<file path="config.mk">
export PLATFORM = sky130hd
export DESIGN_NAME = ifetch_unit
export DESIGN_NICKNAME = d
export VERILOG_FILES = /design/src/rtl/ifetch_unit.sv
export SDC_FILE = /design/constraint.sdc
export NUM_CORES = 1
export LEC_CHECK = 0
export CORE_MARGIN = 3
export CORE_UTILIZATION = 40
export CTS_BUF_LIST = sky130_fd_sc_hd__clkbuf_4
export DETAILED_ROUTE_END_ITERATION = 8
export SYNTH_ARGS = -nofsm -noshare
export SYNTH_HDL_FRONTEND = slang
export SYNTH_SLANG_ARGS = --single-unit
</file>
<file path="constraint.sdc">
create_clock -name clk -period 9.5 [get_ports clk]
set_input_delay 1.425 -clock clk [delete_from_list [all_inputs] [get_ports clk]]
set_output_delay 1.425 -clock clk [all_outputs]
set_load 0.02 [all_outputs]
</file>
<file path="src/rtl/ifetch_unit.sv">
// ifetch_unit: instruction fetch stage feeding the instruction register.
//
// Holds the fetch PC and issues one outstanding word read at a time. Returned
// words go into a small prefetch FIFO of {pc, ins} entries. The head entry is
// shown on ins_out/pc_out, and il_out strobes it into the IR. A redirect
// (pc_load_in) flushes the FIFO and discards any read still in flight.
//
// Optional build macro IFETCH_BYPASS_EN: when the FIFO is empty and the
// consumer is waiting, a returning word goes straight to the IR in its ack
// cycle instead of being pushed first.
//
// Ports:
//   clk, rst            clock (rising edge), synchronous active-high reset
//   fetch_en_in         permits issuing new memory reads
//   pc_load_in          redirect strobe, with pc_target_in
//   imem_req_out        read request, held with imem_addr_out until ack
//   imem_ack_in         read complete, imem_data_in valid this cycle
//   ins_req_in          consumer wants the next instruction
//   ins_out, pc_out     head instruction and its PC
//   il_out              instruction load strobe
//   empty_out, full_out FIFO status
//
// state | meaning
// ------+------------------------------------------------
// IDLE  | no read outstanding
// WAIT  | read outstanding, returned word is kept
// DROP  | read outstanding after a redirect, word discarded

module ifetch_unit #(
    parameter logic [15:0] PC_RESET   = 16'h0000,
    parameter int          FIFO_DEPTH = 2
) (
    input  logic        clk,
    input  logic        rst,
    input  logic        fetch_en_in,
    input  logic        pc_load_in,
    input  logic [15:0] pc_target_in,
    output logic        imem_req_out,
    output logic [15:0] imem_addr_out,
    input  logic        imem_ack_in,
    input  logic [15:0] imem_data_in,
    input  logic        ins_req_in,
    output logic [15:0] ins_out,
    output logic        il_out,
    output logic [15:0] pc_out,
    output logic        empty_out,
    output logic        full_out
);

    typedef enum logic [1:0] {IDLE = 2'd0, WAIT = 2'd1, DROP = 2'd2} state_t;

    localparam logic [2:0] DEPTH_C = 3'(FIFO_DEPTH);

    state_t      state_q, state_d;
    logic [15:0] fetch_pc_q, fetch_pc_d;
    logic [15:0] drop_addr_q, drop_addr_d;
    logic [1:0]  rd_ptr_q, wr_ptr_q;
    logic [2:0]  count_q;
    logic [15:0] last_ins_q, last_pc_q;
    logic [15:0] fifo_ins_q [4];
    logic [15:0] fifo_pc_q  [4];

    logic       empty, full, bypass_hit, pop, push, issue_ok;
    logic [2:0] count_after_pop, count_after_push;

    function automatic logic [1:0] ptr_inc(input logic [1:0] p);
        return (p == 2'(FIFO_DEPTH - 1)) ? 2'd0 : p + 2'd1;
    endfunction

    assign empty = (count_q == 3'd0);
    assign full  = (count_q == DEPTH_C);

`ifdef IFETCH_BYPASS_EN
    assign bypass_hit = empty && (state_q == WAIT) && imem_ack_in
                        && ins_req_in && !pc_load_in;
`else
    assign bypass_hit = 1'b0;
`endif

    assign il_out = ins_req_in && !pc_load_in && (!empty || bypass_hit);
    assign pop    = il_out && !empty;
    // A bypassed word is consumed directly and never occupies a slot.
    assign push   = (state_q == WAIT) && imem_ack_in && !pc_load_in && !bypass_hit;

    assign count_after_pop  = count_q - 3'(pop);
    assign count_after_push = count_after_pop + 3'(push);
    // A new read is only allowed if its word is guaranteed a free slot.
    assign issue_ok = fetch_en_in && (count_after_push < DEPTH_C);

    always_comb begin
        state_d     = state_q;
        fetch_pc_d  = fetch_pc_q;
        drop_addr_d = drop_addr_q;
        case (state_q)
            IDLE: begin
                if (pc_load_in) begin
                    fetch_pc_d = pc_target_in;
                end else if (issue_ok) begin
                    state_d = WAIT;
                end
            end
            WAIT: begin
                if (pc_load_in) begin
                    fetch_pc_d  = pc_target_in;
                    drop_addr_d = fetch_pc_q;
                    state_d     = imem_ack_in ? IDLE : DROP;
                end else if (imem_ack_in) begin
                    fetch_pc_d = fetch_pc_q + 16'd1;
                    state_d    = issue_ok ? WAIT : IDLE;
                end
            end
            DROP: begin
                if (pc_load_in) begin
                    fetch_pc_d = pc_target_in;
                end
                if (imem_ack_in) begin
                    state_d = IDLE;
                end
            end
            default: state_d = IDLE;
        endcase
    end

    always_ff @(posedge clk) begin
        if (rst) begin
            state_q     <= IDLE;
            fetch_pc_q  <= PC_RESET;
            drop_addr_q <= PC_RESET;
            rd_ptr_q    <= 2'd0;
            wr_ptr_q    <= 2'd0;
            count_q     <= 3'd0;
            last_ins_q  <= 16'h0000;
            last_pc_q   <= PC_RESET;
        end else begin
            state_q     <= state_d;
            fetch_pc_q  <= fetch_pc_d;
            drop_addr_q <= drop_addr_d;
            if (pc_load_in) begin
                rd_ptr_q <= 2'd0;
                wr_ptr_q <= 2'd0;
                count_q  <= 3'd0;
            end else begin
                if (push) wr_ptr_q <= ptr_inc(wr_ptr_q);
                if (pop)  rd_ptr_q <= ptr_inc(rd_ptr_q);
                count_q <= count_after_push;
            end
            if (il_out) begin
                last_ins_q <= ins_out;
                last_pc_q  <= pc_out;
            end
        end
    end

    always_ff @(posedge clk) begin
        if (push) begin
            fifo_ins_q[wr_ptr_q] <= imem_data_in;
            fifo_pc_q[wr_ptr_q]  <= fetch_pc_q;
        end
    end

    always_comb begin
        ins_out = last_ins_q;
        pc_out  = last_pc_q;
        if (!empty) begin
            ins_out = fifo_ins_q[rd_ptr_q];
            pc_out  = fifo_pc_q[rd_ptr_q];
        end else if (bypass_hit) begin
            ins_out = imem_data_in;
            pc_out  = fetch_pc_q;
        end
    end

    assign imem_req_out  = (state_q != IDLE);
    // In DROP the memory still owns the old request, so its address stays put.
    assign imem_addr_out = (state_q == DROP) ? drop_addr_q : fetch_pc_q;
    assign empty_out     = empty;
    assign full_out      = full;

    assert property (@(posedge clk) disable iff (rst) !(push && full));

endmodule

</file>
* Yosys cells after proc, flatten, opt, wreduce, memory -nomap -nowiden
Memories as Yosys holds them, arrays and structs flattened. A register that Yosys moved wholly into a read port is not among the register bits. Index checks and enable logic that the tools add are counted.
Word-level totals: flip-flop bits (word level) 73, RAM bits 128, logic and storage cells 66, memories kept 2
Memory list:
- fifo_ins_q | words 4, width 16, read ports 1, clocked after Yosys merged registers in 1, wr ports 1, line 60 | logic [15:0] fifo_ins_q [4];
- fifo_pc_q | words 4, width 16, read ports 1, clocked after Yosys merged registers in 1, wr ports 1, line 61 | logic [15:0] fifo_pc_q [4];
Operators by class: $add $sub $neg 5, order comparisons 1, eq/ne operators 10, multiplexer cells 23, reductions and logical operators 17
Operators by type and width (number):
- $mux W16 | 6
- $pmux W16 S2 | 1
- $mux W2 | 12
- $add A16 B1 Y16 const B | 1
- $eq A2 B1 Y1 const B | 3
- $logic_and A1 B1 Y1 | 6
- $ne A2 B2 Y1 const B | 3
- $pmux W2 S3 | 1
- $add A2 B1 Y2 const B | 2
- $reduce_and A4 Y1 | 1
- $reduce_bool A2 Y1 | 2
- $reduce_or A2 Y1 | 2
- $add A3 B1 Y3 | 1
- $eq A3 B2 Y1 const B | 1
- $logic_not A3 Y1 | 1
- $lt A3 B2 Y1 const B | 1
- $mux W1 | 3
- $ne A3 B3 Y1 const B | 1
- $reduce_and A3 Y1 | 1
- $sub A3 B1 Y3 | 1
- $eq A2 B2 Y1 const B | 1
- $logic_not A1 Y1 | 2
- $logic_not A2 Y1 | 1
- $ne A2 B1 Y1 const B | 1
- $reduce_and A2 Y1 | 1

* Depth between registers and ports, before layout
Gate-level depths: netlist of run 1.
depth after elaboration 12, gate-level depth with buffers 14

* Worst setup path before layout of run 1
OpenSTA, ideal clock, no wires.
kind input port to flip-flop, start input pc_load_in, end memory fifo_ins_q[2][0] (enable), setup time 0.468 ns, arrival 4.337 ns, required time 9.032 ns, slack 4.695 ns, stages on the path 5, cells stage by stage buf_2 -> nand3b_4 -> nor2_4 -> inv_1 -> nor3b_1
On the way: longest elaborated chain between the ends 4
Ends and longest elaborated chain:
- start, declared | line 36 | input logic pc_load_in,
- $logic_not A1 Y1 | line 83 | assign push = (state_q == WAIT) && imem_ack_in && !pc_load_in && !bypass_hit;
- $logic_and A1 B1 Y1 | line 83
- $mux W1 | line 155 | if (push) begin
- $mux W1 (not written as such) | line 156 | fifo_ins_q[wr_ptr_q] <= imem_data_in;
- end, declared | line 60
No other way between the ends.

* Worst setup path in the final report of run 1
start input pc_load_in, end output il_out
On the way: longest elaborated chain between the ends 3
Ends and longest elaborated chain:
- $logic_not A1 Y1 | line 80 | assign il_out = ins_req_in && !pc_load_in && (!empty || bypass_hit);
- $logic_and A1 B1 Y1 (2 in a row) | line 80
- end, declared | line 44 | output logic il_out,
No other way between the ends.

==> run metrics, run 1 <==
vias per cell=5.28; Worst Path Class, Setup=input pin to primary output; top achievable clock speed=195 MHz; Pins Over Slew Limit=0; final critical-path share of the clock period=53.9%; post-CTS setup buffers=0; vias in the first global route=5,816; count of unresolved DRC violations after routing=0; number of vias in the routed layout=5,588; Peak supply drop=0.0719 mV; post-cts hold buffer count=0; violation count after the first detailed-route iteration=334; fin crit period=5.12 ns; number of failing setup endpoints in the final timing report=0; number of nets in the synthesized netlist=670; area share of the largest cell type after synthesis=45.8%; element type at the critical path end=primary output; Buffers on Ports=89; quantity of gates resized following cts=0; Hold Vio Cnt, Final=0; leakage dissipation=3.51 nW; measured slew at the worst slew-check pin=1.09 ns; top fanout value on the critical path=34; Max clock buf depth=3; post-synthesis register bit count=203; Final TNS setup=0 ns; die width=151 um; Clk Latency, worst-skew pair=0.63 ns; cell row count=52; worst setup slack after layout=4.38 ns; area of the mapped netlist=0.00839 mm^2; Area Overhead vs Synth=21.9%; min-delay worst type=flip-flop to flip-flop; fraction of layout cells with a size suffix above 1=24.9%; average cell area after synthesis=13.4 um^2; fill cell instance count of the final layout=1,809; sequential cell area fraction in the yosys report=63.7%; dominant register cell in the synthesized netlist=edfxtp_1; number of antenna violations at the first check in global routing=1; iteration count of the initial detailed-routing pass=5; # Max-Cap Violations=0; global-route congestion overflow total=0; pin count of the biggest net entering global routing=67; unrepaired setup endpoints after global routing=no; sequential standard cell area=0.00535 mm^2; Inserted Clock Buffers=52; Clk pin slew, worst setup/hold paths=0.07 ns; Worst Setup Slack post-DPL=4.33 ns; number of flops mapped to enable cells by yosys=128; number of cells in the design after placement=958; CP Launch Type=input pin; # clock sinks=203; overall global routing resource usage=16.7%; number of standard cells in the final layout excluding fillers=1,058; average wire per standard cell=17.8 um; gp weighted congestion=0.803; worst clock skew=0.0264 ns; final antenna-violating net count=0; top cell types by occurrence after synthesis=128 x edfxtp_1, 119 x nand2_1, 75 x dfxtp_1, 54 x a21oi_1, 44 x mux2_2; number of different library cells in the post-synthesis netlist=60; most common cell in the synthesized netlist=edfxtp_1; Max-slew headroom=27.1%; fraction of registers with async set/reset=0%; die outline area=0.0227 mm^2; TritonCTS clock tree=built; warnings from Yosys=0; Die Height=151 um; Initial Utilization=41.1%; library cell occupying the most area in the post-synthesis netlist=edfxtp_1; CP required=8.08 ns; Cells after Synth=628; H-tree levels=2; Finished Core Util=50.0%; count of nets after finishing=784; Area contributors post-synth=edfxtp_1 46%, dfxtp_1 18%, mux4_2 8.6%; result of the run=finished, final reports clean; footprint of the multi-input gates=0.00283 mm^2; core area=0.0204 mm^2; final HPWL from detailed placement=11,200 um; Routed WL=18,800 um; arrival time worst endpoint=3.70 ns; number of ports placed on the die boundary=90; library cell used as clock root buffer=clkbuf_4; power density normalized to cell area=177 mW/mm^2; wire length of the first global-routing pass=29,800 um
==> flip-flops by register name (all words and copies together), names as in the netlist, named ones only <==
register / cells
state_q: 2
fetch_pc_q: 16
count_q: 3
wr_ptr_q: 2
drop_addr_q: 16
fifo_ins_q: 64
fifo_pc_q: 64
last_ins_q: 16
rd_ptr_q: 2
last_pc_q: 16
==> worst paths after layout <==
path	from	slack, ns	endpoint	cells after the start
worst min register to register	last_ins_q[15]	0.45	last_ins_q[15]	2
worst max register to register	count_q[1]	6.23	state_q[0]	12
worst max-delay path	pc_load_in	4.38	il_out	4
worst min-delay path	last_ins_q[15]	0.45	last_ins_q[15]	2
==> stage by stage <==
| step | power [W] | area [um^2] | hold WS [ns] |
|---|---|---|---|
| 2_1_floorplan | 0.00102 | 8390 | 0.429 |
| 3_3_place_gp | 0.00106 | 9510 | 0.437 |
| 3_5_place_dp | 0.00107 | 9510 | 0.443 |
| 4_1_cts | 0.00183 | 10200 | 0.452 |
| 5_1_grt | 0.00189 | 10200 | 0.469 |
| 6_report | 0.00181 | 10200 | 0.449 |
==> worst max-delay path, stage by stage <==
cell	delay (ns)
clkdlybuf4s50_1	0.80
or2_2	0.73
inv_1	0.14
clkdlybuf4s50_1	0.57
==> power breakdown <==
| group | switching, W | total (W) | internal, W | leakage, nW |
|---|---|---|---|---|
| clock | 0.000338 | 0.000759 | 0.000421 | 0.438 |
| combinational | 0.0000426 | 0.0000839 | 0.0000413 | 1.29 |
| sequential | 0.0000180 | 0.000963 | 0.000945 | 1.78 |
| total | 0.000398 | 0.00181 | 0.00141 | 3.51 |
==> layer usage <==
metal,vias up,wire length [um],GRT usage [%]
met5,-,0,0
met4,0,403,6.44
met3,39,999,3.53
met2,171,9480,28.1
met1,2768,7910,21.4
li1,2610,-,-
==> final cells by class <==
type / count / area share, %
multi-input combinational: 375 / 27.7
sequential: 203 / 52.3
timing repair buffer: 98 / 9.33
clock buffer: 89 / 6.54
inverter: 12 / 0.441
tap: 270 / 3.30
antenna: 2 / 0.0490
clock inverter: 9 / 0.379
==> cells in the final DEF, fill, tap and decap left out, types with 7 or more instances in the layout <==
cell             netlist  routed
inv_1                 12      12
nor3_1                 9       7
dfxtp_1               75      74
mux4_2                32      32
mux2_2                44      44
nand2_1              119     119
a21oi_1               54      54
nor2_1                18      17
o21ai_0               10      10
clkdlybuf4s50_1        0      88
edfxtp_1             128     128
clkbuf_4               1      89
buf_4                  0       9
==> kinds of logic after synthesis <==
logic type | Yosys count | synth area share, %
simple gates | 194 | 10.8
buf+inv | 50 | 2.82
compound gates | 96 | 6.98
fa+ha+maj | 4 | 0.686
flops | 203 | 63.7
xor+xnor | 4 | 0.418
mux | 77 | 14.6
(Power assumes the default switching activity.)
==> run 2: changes to the inputs <==
Clock period 9.5 ns to 5.32 ns, I/O delays scaled along.
==> run 2 against run 1 <==
  * Design area hardly changed
  * First-iteration DRC count fell by 4.2%
  * Combinational power up 79%
  * Highest routed layer unchanged
  * Clock-buffer cell count shrank 7
  * Utilization barely moved
  * Largest cell class unchanged
  * Register-to-register slack worse by 4.1 ns
  * Critical path type is now flip-flop to primary output
==> run metrics, run 2 (same netlist as run 1, synthesis figures left out) <==
final critical-path share of the clock period=77.0%; post-cts hold buffer count=0; CP required=4.52 ns; Worst Path Class, Setup=flip-flop to primary output; Pins Over Slew Limit=0; Routed WL=18,600 um; top fanout value on the critical path=25; Die Height=151 um; number of ports placed on the die boundary=90; most frequent cells in the layout=128 x edfxtp_1, 119 x nand2_1, 88 x clkdlybuf4s50_1, 82 x clkbuf_4, 74 x dfxtp_1; total power of the final layout=0.00324 W; Clk pin slew, worst setup/hold paths=0.06 ns; post-CTS setup buffers=0; Final TNS setup=0 ns; Buffers & Inverters on Critical Path=2; count of nets after finishing=785; average wire per standard cell=17.6 um; Clk Latency, worst-skew pair=0.66 ns; leakage dissipation=3.50 nW; Area Overhead vs Synth=21.9%; number of vias in the routed layout=5,505; Max clock buf depth=3; arrival time worst endpoint=3.30 ns; vias per cell=5.20; result of the run=finished, final reports clean; unrepaired setup endpoints after global routing=no; number of failing setup endpoints in the final timing report=0; iteration count of the initial detailed-routing pass=4; Top Registers=fifo_ins_q x64, fifo_pc_q x64; top achievable clock speed=244 MHz; Initial Utilization=41.1%; CP Launch Type=flip-flop; final HPWL from detailed placement=11,300 um; cell row count=52; number of antenna violations at the first check in global routing=1; worst setup slack after layout=1.22 ns; fin crit period=4.10 ns; # Max-Cap Violations=0; H-tree levels=2; library cell used as clock root buffer=clkbuf_4; Buffers on Ports=89; element type at the critical path end=primary output; final antenna-violating net count=0; min-delay worst type=flip-flop to flip-flop; pin count of the biggest net entering global routing=39; # clock sinks=203; gp weighted congestion=0.803; family with the most delay on the worst path=flip-flops; critical path, cell by cell=buf_4 -> mux4_2 -> mux2_2 -> clkdlybuf4s50_1; Peak supply drop=0.125 mV; wire length of the first global-routing pass=29,700 um; Max stage delay on crit path=0.93 ns; violation count after the first detailed-route iteration=320; quantity of gates resized following cts=0; Inserted Clock Buffers=53; number of standard cells in the final layout excluding fillers=1,059; slowest CP cell=dfxtp_2; vias in the first global route=5,761; fill cell instance count of the final layout=1,812; global-route congestion overflow total=0; Max-slew headroom=26.3%; Worst Setup Slack post-DPL=1.19 ns; worst clock skew=0.0433 ns; most frequent standard cell in the layout excluding fill and tap cells=edfxtp_1; number of cells in the design after placement=958; fraction of layout cells with a size suffix above 1=23.7%; die outline area=0.0227 mm^2; measured slew at the worst slew-check pin=1.10 ns; core area=0.0204 mm^2; TritonCTS clock tree=built; Hold Vio Cnt, Final=0; die width=151 um; count of unresolved DRC violations after routing=0; overall global routing resource usage=16.7%; power density normalized to cell area=317 mW/mm^2
==> run 2: cell type report <==
type | instances | area (um^2) | area share [%]
Antenna cell | 1 | 2.50 | 0.0245
Clock buffer | 82 | 616 | 6.02
Clock inverter | 18 | 96.3 | 0.942
Inverter | 12 | 45.0 | 0.440
Multi-Input combinational cell | 375 | 2830 | 27.7
Sequential cell | 203 | 5350 | 52.3
Tap cell | 270 | 338 | 3.30
Timing Repair Buffer | 98 | 953 | 9.32
==> run 2: final timing paths <==
kind / start / endpoint / slack (ns) / cells past startpoint
worst max register to register: count_q[1] / state_q[0] / 2.10 / 12
worst max-delay path: flip-flop / ins_out[8] / 1.22 / 4
worst min-delay path: last_ins_q[4] / last_ins_q[4] / 0.45 / 2
worst min register to register: last_ins_q[4] / last_ins_q[4] / 0.45 / 2
==> run 2: metrics by stage <==
stage	util, %	hold WS (ns)	cell area, um^2
finish	50.1	0.452	10200
floorplan	-	0.429	8390
detailed placement	46.6	0.444	9510
global placement	46.6	0.438	9510
global route	50.1	0.468	10200
CTS	50.0	0.453	10200
==> run 2: where the power goes <==
part,internal (W),switching (W)
Clock,0.000752,0.000615
Sequential,0.00169,0.0000320
Combinational,0.0000737,0.0000762
==> run 2: routing by layer <==
metal	share of wire [%]	track usage [%]	up-vias
met5	0	0	-
met4	2.0	6.89	0
met3	4.6	3.29	30
met2	51	28.2	156
met1	43	21.3	2709
li1	-	-	2610
==> run 2: worst min-delay path: stages, from the launching register on <==
cell and delay, ns:
dfxtp_1 0.31, nand2_1 0.05, a21oi_1 0.05
==> run 3: changes to the inputs <==
Clock period 5.32 ns to 3.9 ns, I/O delays scaled along.
==> run 3 against run 2 <==
  * Power rose by 34%
  * Largest power group unchanged
  * Highest routed layer unchanged
  * Cell count did not move
  * Routed wire length rose by 1.8%
  * Setup slack got worse by 0.66 ns
  * Clock power rose by 30%
  * First-iteration DRC count rose by 29%
==> run metrics, run 3 (same netlist as run 1, synthesis figures left out) <==
most frequent standard cell in the layout excluding fill and tap cells=edfxtp_1; worst setup slack after layout=0.565 ns; number of ports placed on the die boundary=90; count of nets after finishing=787; Top Registers=fifo_ins_q x64, fifo_pc_q x64; quantity of gates resized following cts=0; leakage dissipation=3.48 nW; power density normalized to cell area=424 mW/mm^2; sequential standard cell area=0.00535 mm^2; critical path, cell by cell=nor3_2 -> buf_4 -> mux2_2 -> clkdlybuf4s50_1; Worst Path Class, Setup=flip-flop to primary output; violation count after the first detailed-route iteration=414; slowest CP cell=clkdlybuf4s50_1; wire length of the first global-routing pass=29,800 um; Inserted Clock Buffers=52; unrepaired setup endpoints after global routing=no; Area Overhead vs Synth=21.9%; TritonCTS clock tree=built; vias in the first global route=5,731; post-cts hold buffer count=0; element type at the critical path end=primary output; number of vias in the routed layout=5,536; arrival time worst endpoint=2.75 ns; top fanout value on the critical path=33; fill cell instance count of the final layout=1,813; min-delay worst type=flip-flop to flip-flop; CP Launch Type=flip-flop; fin crit period=3.33 ns; iteration count of the initial detailed-routing pass=5; Initial Utilization=41.1%; cell row count=52; Hold Vio Cnt, Final=0; number of failing setup endpoints in the final timing report=0; average wire per standard cell=17.9 um; Buffers on Ports=89; Final TNS setup=0 ns; CP required=3.31 ns; # Max-Cap Violations=0; Max-slew headroom=39.0%; die outline area=0.0227 mm^2; Routed WL=19,000 um; worst clock skew=0.0456 ns; fraction of layout cells with a size suffix above 1=23.1%; # clock sinks=203; result of the run=finished, final reports clean; Buffers & Inverters on Critical Path=2; Peak supply drop=0.212 mV; Max clock buf depth=3; H-tree levels=2; Clk pin slew, worst setup/hold paths=0.06 ns; Worst Setup Slack post-DPL=0.646 ns; Die Height=151 um; footprint of the multi-input gates=0.00284 mm^2; core area=0.0204 mm^2; family with the most delay on the worst path=buffers and inverters; overall global routing resource usage=16.8%; pin count of the biggest net entering global routing=42; final antenna-violating net count=0; library cell used as clock root buffer=clkbuf_4; final critical-path share of the clock period=85.5%; gp weighted congestion=0.820; count of unresolved DRC violations after routing=0; top achievable clock speed=300 MHz; vias per cell=5.23; Max stage delay on crit path=0.55 ns; final HPWL from detailed placement=11,400 um; Clk Latency, worst-skew pair=0.65 ns; measured slew at the worst slew-check pin=0.915 ns; number of antenna violations at the first check in global routing=1; Pins Over Slew Limit=0; die width=151 um; post-CTS setup buffers=0; global-route congestion overflow total=0; most frequent cells in the layout=128 x edfxtp_1, 119 x nand2_1, 88 x clkdlybuf4s50_1, 74 x dfxtp_1, 74 x clkbuf_4
==> run 3: cell types whose count changed in the layout (fill, tap and decap cells not counted) <==
cell        before  now
buf_12           0    1
buf_4            9   11
clkbuf_4        82   74
clkinv_1        14   19
clkinv_2         2    1
clkinvlp_4       0    1
nor3b_2          1    0
nor3b_4          0    1
==> run 3: power by group <==
group          switching [W]  internal, W  total (W)
Sequential         0.0000426      0.00230    0.00235
Clock               0.000838     0.000945    0.00178
Combinational       0.000106     0.000101   0.000207
Total               0.000986      0.00335    0.00434
==> run 3: final cells by class <==
type	instances	area share [%]
multi-input cells	375	27.7
diodes	1	0.0245
flip-flops and latches	203	52.3
well taps	270	3.30
clock buffers	74	5.43
clock inverters	23	1.15
inverters	12	0.440
repair buffers	101	9.66
==> run 3: routing by layer <==
layer,global-route usage (%),vias up,wire [um]
li1,-,2609,-
met1,21.7,2732,8210
met2,28.3,163,9390
met3,3.80,32,1050
met4,5.49,0,323
met5,0,-,0
==> run 3: worst register-to-register path, cell delays in order (launching register included) <==
cell	delay [ns]
dfxtp_1	0.63
nand3b_4	0.14
nor2_4	0.15
inv_1	0.13
ha_1	0.31
inv_1	0.06
ha_1	0.13
inv_1	0.05
fa_1	0.39
xor2_1	0.17
xnor2_1	0.19
a32oi_1	0.12
nor3_1	0.16
==> run 3: worst paths after layout <==
path	slack, ns	end	start	cells after the start
worst max-delay path	0.57	pc_out[14]	count_q[1]	4
worst min-delay path	0.45	flip-flop	rd_ptr_q[1]	1
worst max register to register	1.19	state_q[0]	state_q[0]	12
worst min register to register	0.45	flip-flop	rd_ptr_q[1]	1
==> run 3: stage by stage <==
step | instances | utilization, % | hold slack [ns] | cell area [um^2] | total power, W
final | 1059 | 50.1 | 0.452 | 10200 | 0.00434
after global routing | 1059 | 50.1 | 0.473 | 10200 | 0.00454
after CTS | 1058 | 50.1 | 0.452 | 10200 | 0.00439
after detailed placement | 961 | 46.8 | 0.444 | 9550 | 0.00260
after global placement | 961 | 46.8 | 0.437 | 9550 | 0.00259
after floorplan | 628 | - | 0.429 | 8390 | 0.00248
